$ cat src/rtl/jtvigil_rom_pkg.sv
// jtvigil_rom_pkg -- shared types and constants for the video ROM arbiter.
//   arb_state_t : arbiter FSM states (IDLE, WAIT_ACK, BEAT0, BEAT1)
//   client_t    : graphics fetcher identifiers (OBJ, SCR1, SCR2)
//   DEF_*_OFFSET: default SDRAM 16-bit word offsets of each ROM region
package jtvigil_rom_pkg;

  typedef enum logic [1:0] {
    IDLE     = 2'd0,
    WAIT_ACK = 2'd1,
    BEAT0    = 2'd2,
    BEAT1    = 2'd3
  } arb_state_t;

  typedef enum logic [1:0] {
    OBJ  = 2'd0,
    SCR1 = 2'd1,
    SCR2 = 2'd2
  } client_t;

  localparam int MEM_AW  = 22;
  localparam int BEAT_W  = 16;
  localparam int WORD_W  = 32;
  localparam int CLI_AW  = 18;
  localparam int STAT_W  = 16;

  localparam logic [MEM_AW-1:0] DEF_SCR1_OFFSET = 22'h00_0000;
  localparam logic [MEM_AW-1:0] DEF_SCR2_OFFSET = 22'h04_0000;
  localparam logic [MEM_AW-1:0] DEF_OBJ_OFFSET  = 22'h0C_0000;

  // Client word address -> SDRAM 16-bit word address; the sum wraps mod 2^22.
  function automatic logic [MEM_AW-1:0] rom_addr(input logic [MEM_AW-1:0] offset,
                                                 input logic [CLI_AW-1:0] addr);
    return offset + {3'b000, addr, 1'b0};
  endfunction

endpackage

$ cat src/rtl/jtvigil_rom_slot.sv
// jtvigil_rom_slot -- one-word cache slot for a single graphics fetcher.
//   clk, rst        : clock, synchronous active-high reset
//   addr, cs        : client request
//   miss            : combinational, request not served by the slot
//   fill            : one-cycle strobe, store fill_data under fill_tag
//   ok, data        : registered valid flag and slot word towards the client
// Parameter AW: client address width.
module jtvigil_rom_slot
  import jtvigil_rom_pkg::*;
#(
  parameter int AW = 17
) (
  input  logic              clk,
  input  logic              rst,
  input  logic [AW-1:0]     addr,
  input  logic              cs,
  output logic              miss,
  input  logic              fill,
  input  logic [AW-1:0]     fill_tag,
  input  logic [WORD_W-1:0] fill_data,
  output logic              ok,
  output logic [WORD_W-1:0] data
);

  logic          valid;
  logic [AW-1:0] tag;
  logic          tag_eq;
  logic          hit;
  logic          fill_hit;

  always_comb begin
    tag_eq   = (tag == addr);
    hit      = cs & valid & tag_eq;
    miss     = cs & ~(valid & tag_eq);
    // A fill that matches the live request raises ok on the same edge that
    // stores the word, so ok follows the last beat by one cycle.
    fill_hit = fill & cs & (fill_tag == addr);
  end

  always_ff @(posedge clk) begin
    if (rst) begin
      valid <= 1'b0;
      tag   <= '0;
      data  <= '0;
      ok    <= 1'b0;
    end else begin
      ok <= hit | fill_hit;
      if (fill) begin
        valid <= 1'b1;
        tag   <= fill_tag;
        data  <= fill_data;
      end
    end
  end

endmodule

$ cat src/rtl/jtvigil_rom_arb.sv
// jtvigil_rom_arb -- video ROM responder: arbitrates scr1/scr2/obj fetchers
// onto one 16-bit SDRAM read port, assembles two beats per 32-bit word and
// keeps one cached word per client.
//   clk, rst                         : 48 MHz clock, sync active-high reset
//   scr1_* / scr2_* / obj_*          : client addr/cs in, data/ok out
//   mem_addr, mem_req                : SDRAM read request (held until ack)
//   mem_ack, mem_rdy, mem_din        : SDRAM accept pulse, beat pulse, beat
//   stat_scr1 / stat_scr2 / stat_obj : per-client grant counters
// Optional feature macro: JTVIGIL_ROMARB_STATS_EN enables saturating grant
// counters; without it the stat_* outputs are constant zero.
module jtvigil_rom_arb
  import jtvigil_rom_pkg::*;
#(
  parameter logic [MEM_AW-1:0] SCR1_OFFSET = DEF_SCR1_OFFSET,
  parameter logic [MEM_AW-1:0] SCR2_OFFSET = DEF_SCR2_OFFSET,
  parameter logic [MEM_AW-1:0] OBJ_OFFSET  = DEF_OBJ_OFFSET
) (
  input  logic              clk,
  input  logic              rst,
  input  logic [16:0]       scr1_addr,
  input  logic              scr1_cs,
  output logic [WORD_W-1:0] scr1_data,
  output logic              scr1_ok,
  input  logic [17:0]       scr2_addr,
  input  logic              scr2_cs,
  output logic [WORD_W-1:0] scr2_data,
  output logic              scr2_ok,
  input  logic [17:0]       obj_addr,
  input  logic              obj_cs,
  output logic [WORD_W-1:0] obj_data,
  output logic              obj_ok,
  output logic [MEM_AW-1:0] mem_addr,
  output logic              mem_req,
  input  logic              mem_ack,
  input  logic              mem_rdy,
  input  logic [BEAT_W-1:0] mem_din,
  output logic [STAT_W-1:0] stat_scr1,
  output logic [STAT_W-1:0] stat_scr2,
  output logic [STAT_W-1:0] stat_obj
);

  arb_state_t          state;
  client_t             cur;
  logic [CLI_AW-1:0]   cur_addr;
  logic [BEAT_W-1:0]   lo_beat;

  logic                miss_scr1, miss_scr2, miss_obj;
  logic                grant_any;
  client_t             grant_id;
  logic [CLI_AW-1:0]   grant_addr;
  logic [MEM_AW-1:0]   grant_off;

  logic                fill_done;
  logic                fill_scr1, fill_scr2, fill_obj;
  logic [WORD_W-1:0]   fill_word;

  // Fixed priority obj > scr1 > scr2.
  always_comb begin
    grant_any  = miss_obj | miss_scr1 | miss_scr2;
    grant_id   = OBJ;
    grant_addr = obj_addr;
    grant_off  = OBJ_OFFSET;
    if (!miss_obj) begin
      if (miss_scr1) begin
        grant_id   = SCR1;
        grant_addr = {1'b0, scr1_addr};
        grant_off  = SCR1_OFFSET;
      end else begin
        grant_id   = SCR2;
        grant_addr = scr2_addr;
        grant_off  = SCR2_OFFSET;
      end
    end
  end

  always_comb begin
    fill_done = (state == BEAT1) & mem_rdy;
    fill_obj  = fill_done & (cur == OBJ);
    fill_scr1 = fill_done & (cur == SCR1);
    fill_scr2 = fill_done & (cur == SCR2);
    fill_word = {mem_din, lo_beat};
  end

  // Stage boundary: arbiter decision and SDRAM handshake.
  always_ff @(posedge clk) begin
    if (rst) begin
      state    <= IDLE;
      cur      <= OBJ;
      cur_addr <= '0;
      mem_req  <= 1'b0;
      mem_addr <= '0;
    end else begin
      case (state)
        IDLE: begin
          if (grant_any) begin
            state    <= WAIT_ACK;
            cur      <= grant_id;
            cur_addr <= grant_addr;
            mem_addr <= rom_addr(grant_off, grant_addr);
            mem_req  <= 1'b1;
          end
        end
        WAIT_ACK: begin
          if (mem_ack) begin
            mem_req <= 1'b0;
            state   <= BEAT0;
          end
        end
        BEAT0: begin
          if (mem_rdy) state <= BEAT1;
        end
        BEAT1: begin
          if (mem_rdy) state <= IDLE;
        end
        default: state <= IDLE;
      endcase
    end
  end

  // Stage boundary: low beat held until the high beat completes the word, so
  // a slot never exposes a half-written word and a reset discards it.
  always_ff @(posedge clk) begin
    if ((state == BEAT0) && mem_rdy) lo_beat <= mem_din;
  end

  jtvigil_rom_slot #(.AW(17)) u_slot_scr1 (
    .clk       (clk),
    .rst       (rst),
    .addr      (scr1_addr),
    .cs        (scr1_cs),
    .miss      (miss_scr1),
    .fill      (fill_scr1),
    .fill_tag  (cur_addr[16:0]),
    .fill_data (fill_word),
    .ok        (scr1_ok),
    .data      (scr1_data)
  );

  jtvigil_rom_slot #(.AW(18)) u_slot_scr2 (
    .clk       (clk),
    .rst       (rst),
    .addr      (scr2_addr),
    .cs        (scr2_cs),
    .miss      (miss_scr2),
    .fill      (fill_scr2),
    .fill_tag  (cur_addr),
    .fill_data (fill_word),
    .ok        (scr2_ok),
    .data      (scr2_data)
  );

  jtvigil_rom_slot #(.AW(18)) u_slot_obj (
    .clk       (clk),
    .rst       (rst),
    .addr      (obj_addr),
    .cs        (obj_cs),
    .miss      (miss_obj),
    .fill      (fill_obj),
    .fill_tag  (cur_addr),
    .fill_data (fill_word),
    .ok        (obj_ok),
    .data      (obj_data)
  );

`ifdef JTVIGIL_ROMARB_STATS_EN
  logic [STAT_W-1:0] cnt_scr1, cnt_scr2, cnt_obj;

  function automatic logic [STAT_W-1:0] sat_inc(input logic [STAT_W-1:0] v);
    return (v == {STAT_W{1'b1}}) ? v : v + 1'b1;
  endfunction

  // Stage boundary: grant counters, stepped on the same edge as the grant.
  always_ff @(posedge clk) begin
    if (rst) begin
      cnt_scr1 <= '0;
      cnt_scr2 <= '0;
      cnt_obj  <= '0;
    end else if ((state == IDLE) && grant_any) begin
      case (grant_id)
        OBJ:     cnt_obj  <= sat_inc(cnt_obj);
        SCR1:    cnt_scr1 <= sat_inc(cnt_scr1);
        default: cnt_scr2 <= sat_inc(cnt_scr2);
      endcase
    end
  end

  assign stat_scr1 = cnt_scr1;
  assign stat_scr2 = cnt_scr2;
  assign stat_obj  = cnt_obj;
`else
  assign stat_scr1 = '0;
  assign stat_scr2 = '0;
  assign stat_obj  = '0;
`endif

endmodule

$ cat config.mk
export PLATFORM = sky130hd
export DESIGN_NAME = jtvigil_rom_arb
export DESIGN_NICKNAME = d
export VERILOG_FILES = /design/src/rtl/jtvigil_rom_pkg.sv /design/src/rtl/jtvigil_rom_slot.sv /design/src/rtl/jtvigil_rom_arb.sv
export SDC_FILE = /design/constraint.sdc
export NUM_CORES = 1
export LEC_CHECK = 0
export BUFFER_PORTS_ARGS = -buffer_cell sky130_fd_sc_hd__buf_4
export CORE_MARGIN = 2
export CORE_UTILIZATION = 53
export DETAILED_ROUTE_END_ITERATION = 8
export PLACE_DENSITY = 0.8
export SLEW_MARGIN = 15
export SYNTH_ARGS = -nofsm -noshare
export SYNTH_HDL_FRONTEND = slang
export SYNTH_SLANG_ARGS = --single-unit
$ cat constraint.sdc
create_clock -name clk -period 2.7 [get_ports clk]
set_clock_uncertainty 0.15 [all_clocks]
set_input_delay 0 -clock clk [delete_from_list [all_inputs] [get_ports clk]]
set_output_delay 0 -clock clk [all_outputs]
set_load 0.01 [all_outputs]
==> results.sh <==
export IMPL_synth_ff_type="dfxtp_1"
export IMPL_worstHoldEndpoint="cur_addr[16]$_SDFFE_PP0P_"
export IMPL_grt_overflow=0
export IMPL_min_from="scr1_addr[16]"
export IMPL_rows=48
export IMPL_clock_sinks=197
export IMPL_hold_slack_ns=0.0704
export IMPL_clk_pin_slew_ns=0.07
export IMPL_outcome="finished clean"
export IMPL_cts_root_buf="clkbuf_16"
export IMPL_slowest_stage="dlygate4sd3_1"
export IMPL_globalRouteTotalUtil_pct=30.6
export IMPL_ios=246
export IMPL_diodes=0
export IMPL_wl_met3_um=2990
export IMPL_hold_class="in2reg"
export IMPL_synth_cell_type_count=51
export IMPL_ys_warn_count=0
export IMPL_antenna_found_initial=0
export IMPL_final_nets=1422
export IMPL_cts_buffer_depth=2
export IMPL_required_ns=2.92
export IMPL_cts_buffers=17
export IMPL_drive_above_1_share_pct=20.2
export IMPL_max_freq_ghz=0.388
export IMPL_place_congestion=1.03
export IMPL_yosysSeqAreaShare_pct=44.1
export IMPL_reg2reg_to="u_slot_scr1.ok$_SDFF_PP0_"
export IMPL_routed_wl_um=28900
export IMPL_fin_tns_setup_ns=0
export IMPL_leakage_nw=4.58
export IMPL_dp_hpwl_um=20000
export IMPL_cp_data_arrival_time_ns=2.79
export IMPL_synth_area_um2=9300
export IMPL_grt_pass1_wl_um=44000
export IMPL_rr_startpoint="cur_addr[4]$_SDFFE_PP0P_"
export IMPL_reg2reg_depth=7
export IMPL_hold_viol=0
export IMPL_core_area_um2=17200
export IMPL_vias=9025
export IMPL_synth_edf_count=16
export IMPL_start_util_pct=53.9
export IMPL_first_global_vias=8297
export IMPL_cts_htree_levels=4
export IMPL_worst_path_buf_inv=3
export IMPL_crit_family="buffers and inverters"
export IMPL_met1_length_um=11600
export IMPL_synth_top_area_cell="dfxtp_1"
export IMPL_path_cells="buf_4 > xnor2_1 > nand4_1 > dlygate4sd3_1 > o41ai_1 > dlygate4sd3_1 > and3b_1"
export IMPL_drc_errors=0
export IMPL_drtIter0Drc=956
export IMPL_powerDensity_nw_per_um2=633
export IMPL_holdPathStages=4
export IMPL_critical_path_class="reg2reg"
export IMPL_period_share_pct=95.5
export IMPL_highest_layer="met4"
export IMPL_clock_latency_ns=0.44
export IMPL_max_stage_delay_ns=0.59
export IMPL_first_pass_iters=6
export IMPL_drv_cap=0
export IMPL_crit_path_frequent_cell="dlygate4sd3_1"
export IMPL_synth_top_area_share_pct=39.0
export IMPL_avgSynthCellArea_um2=8.17
export IMPL_reg2reg_slack_ns=0.12
export IMPL_cp_end_kind="register"
export IMPL_ys_top_cells_by_count="nand2_1, dfxtp_1, a21oi_1"
export IMPL_io_buffers=195
export IMPL_worstPathMaxFanout=5
export IMPL_worstMarginPinSlew_ns=0.718
export IMPL_ys_top_cells_by_area="dfxtp_1, nand2_1, a21oi_1"
export IMPL_chipWidth_um=136
export IMPL_routed_via_density=5.72
export IMPL_max_slew_margin_pct=52.1
export IMPL_area_growth_pct=27.7
export IMPL_rsz0062_at_grt="no"
export IMPL_cts_tree="yes"
export IMPL_drv_slew=0
export IMPL_grt_max_degree=94
export IMPL_synthArstFlopShare_pct=0
export IMPL_synth_seq_cells=197
export IMPL_period_minus_slack_ns=2.58
export IMPL_ir_drop_v=0.000504
export IMPL_yosysMostFrequentCell="nand2_1"
export IMPL_setup_violations=0
export IMPL_start_kind="register"
export IMPL_die_area_um2=18600
export IMPL_netlist_instances=1138
export IMPL_wl_met2_um=13100
export IMPL_wl_per_cell_um=18.3
export IMPL_antenna_left=0
export IMPL_die_h_um=136
==> cells by family after synthesis <==
family                   Yosys count  synth area share [%]
buffers and inverters            164                  9.57
adder cells (fa/ha/maj)            5                 0.673
flip-flops                       197                  44.1
other                              1                0.0403
AO/OA/AOI/OAI                    208                  13.5
multiplexers                       1                 0.108
AND/OR/NAND/NOR                  455                  21.9
XOR/XNOR                         107                  10.1
==> registers in the layout, indices dropped and copies added (netlist names) <==
name and count:
cur 2, u_slot_obj.ok 1, u_slot_scr1.ok 1, u_slot_obj.tag 18
mem_req 1, u_slot_scr2.data 32, lo_beat 16, u_slot_scr1.tag 17
u_slot_scr2.valid 1, u_slot_obj.valid 1, u_slot_scr1.data 32, mem_addr 3
u_slot_obj.data 32, u_slot_scr2.ok 1, u_slot_scr2.tag 18, state 2
u_slot_scr1.valid 1, cur_addr 18
==> worst max path at each step <==
stage | depth (start not counted) | endpoint | from
floorplan | 9 | mem_addr[19]$_SDFFE_PP0P_ | u_slot_obj.tag[9]$_SDFFE_PP0P_
global placement | 8 | mem_addr[19]$_SDFFE_PP0P_ | u_slot_obj.tag[15]$_SDFFE_PP0P_
detailed placement | 7 | cur_addr[16]$_SDFFE_PP0P_ | u_slot_obj.tag[15]$_SDFFE_PP0P_
CTS | 6 | u_slot_scr1.ok$_SDFF_PP0_ | cur_addr[16]$_SDFFE_PP0P_
global route | 8 | u_slot_scr1.ok$_SDFF_PP0_ | state[1]$_SDFFE_PP0P_
finish | 7 | u_slot_scr1.ok$_SDFF_PP0_ | cur_addr[4]$_SDFFE_PP0P_
==> metrics by stage <==
stage | worst slack (ns) | utilization (%) | instances | area (um2) | power [mW]
after floorplan | 0.300 | - | 1187 | 9480 | 4.47
after global placement | 0.333 | 62.0 | 1485 | 10700 | 5.02
after detailed placement | 0.263 | 62.0 | 1485 | 10700 | 5.04
after CTS | 0.0689 | 68.8 | 1579 | 11900 | 7.47
after global routing | 0.0277 | 68.9 | 1579 | 11900 | 7.78
final | 0.122 | 68.9 | 1579 | 11900 | 7.52
==> report_power, final <==
part           total, mW  internal [mW]  switching [mW]
sequential          3.36           3.11           0.246
clock               2.40           1.27            1.13
combinational       1.77          0.766            1.00
==> cell usage in the layout (no fill, tap or decap), types with 3 or more instances in the layout <==
cell,count
nand3_1,7
a21oi_1,155
xor2_1,45
ha_1,5
nand2_1,301
conb_1,50
nor3_1,6
nor2_1,27
and2_1,18
nor4_1,15
nor2b_1,17
o41ai_1,18
clkbuf_1,4
clkbuf_16,18
inv_6,3
a221oi_1,17
xnor2_1,62
nand4_1,43
edfxtp_1,16
buf_4,226
dfxtp_1,179
dlygate4sd3_1,62
inv_1,7
buf_12,3
==> worst reg2reg max path, stage by stage, from the launching register on <==
cell	delay [ns]
dfxtp_2	0.38
buf_4	0.18
xnor2_1	0.12
nand4_1	0.11
dlygate4sd3_1	0.56
o41ai_1	0.22
dlygate4sd3_1	0.59
and3b_1	0.20
==> routing by layer <==
metal / GRT usage [%] / up-vias
met5: 0 / -
met4: 14.1 / 0
met3: 6.94 / 99
met2: 47.4 / 592
met1: 40.6 / 4222
li1: - / 4112
==> what timing repair did <==
item,in CTS,in global routing
buffers inserted,0,0
setup endpoints to repair,0,2
gates resized for setup,0,5
hold buffers,62,0
endpoints found under the hold margin,137,0
==> final cells by class <==
class | instances | area, um2
Clock buffer | 23 | 479
Clock inverter | 9 | 68.8
Fill cell | 1343 | 5360
Inverter | 7 | 26.3
Multi-Input combinational cell | 826 | 4520
Sequential cell | 197 | 4110
Tap cell | 225 | 282
Timing Repair Buffer | 292 | 2390
(Power assumes the default switching activity.)
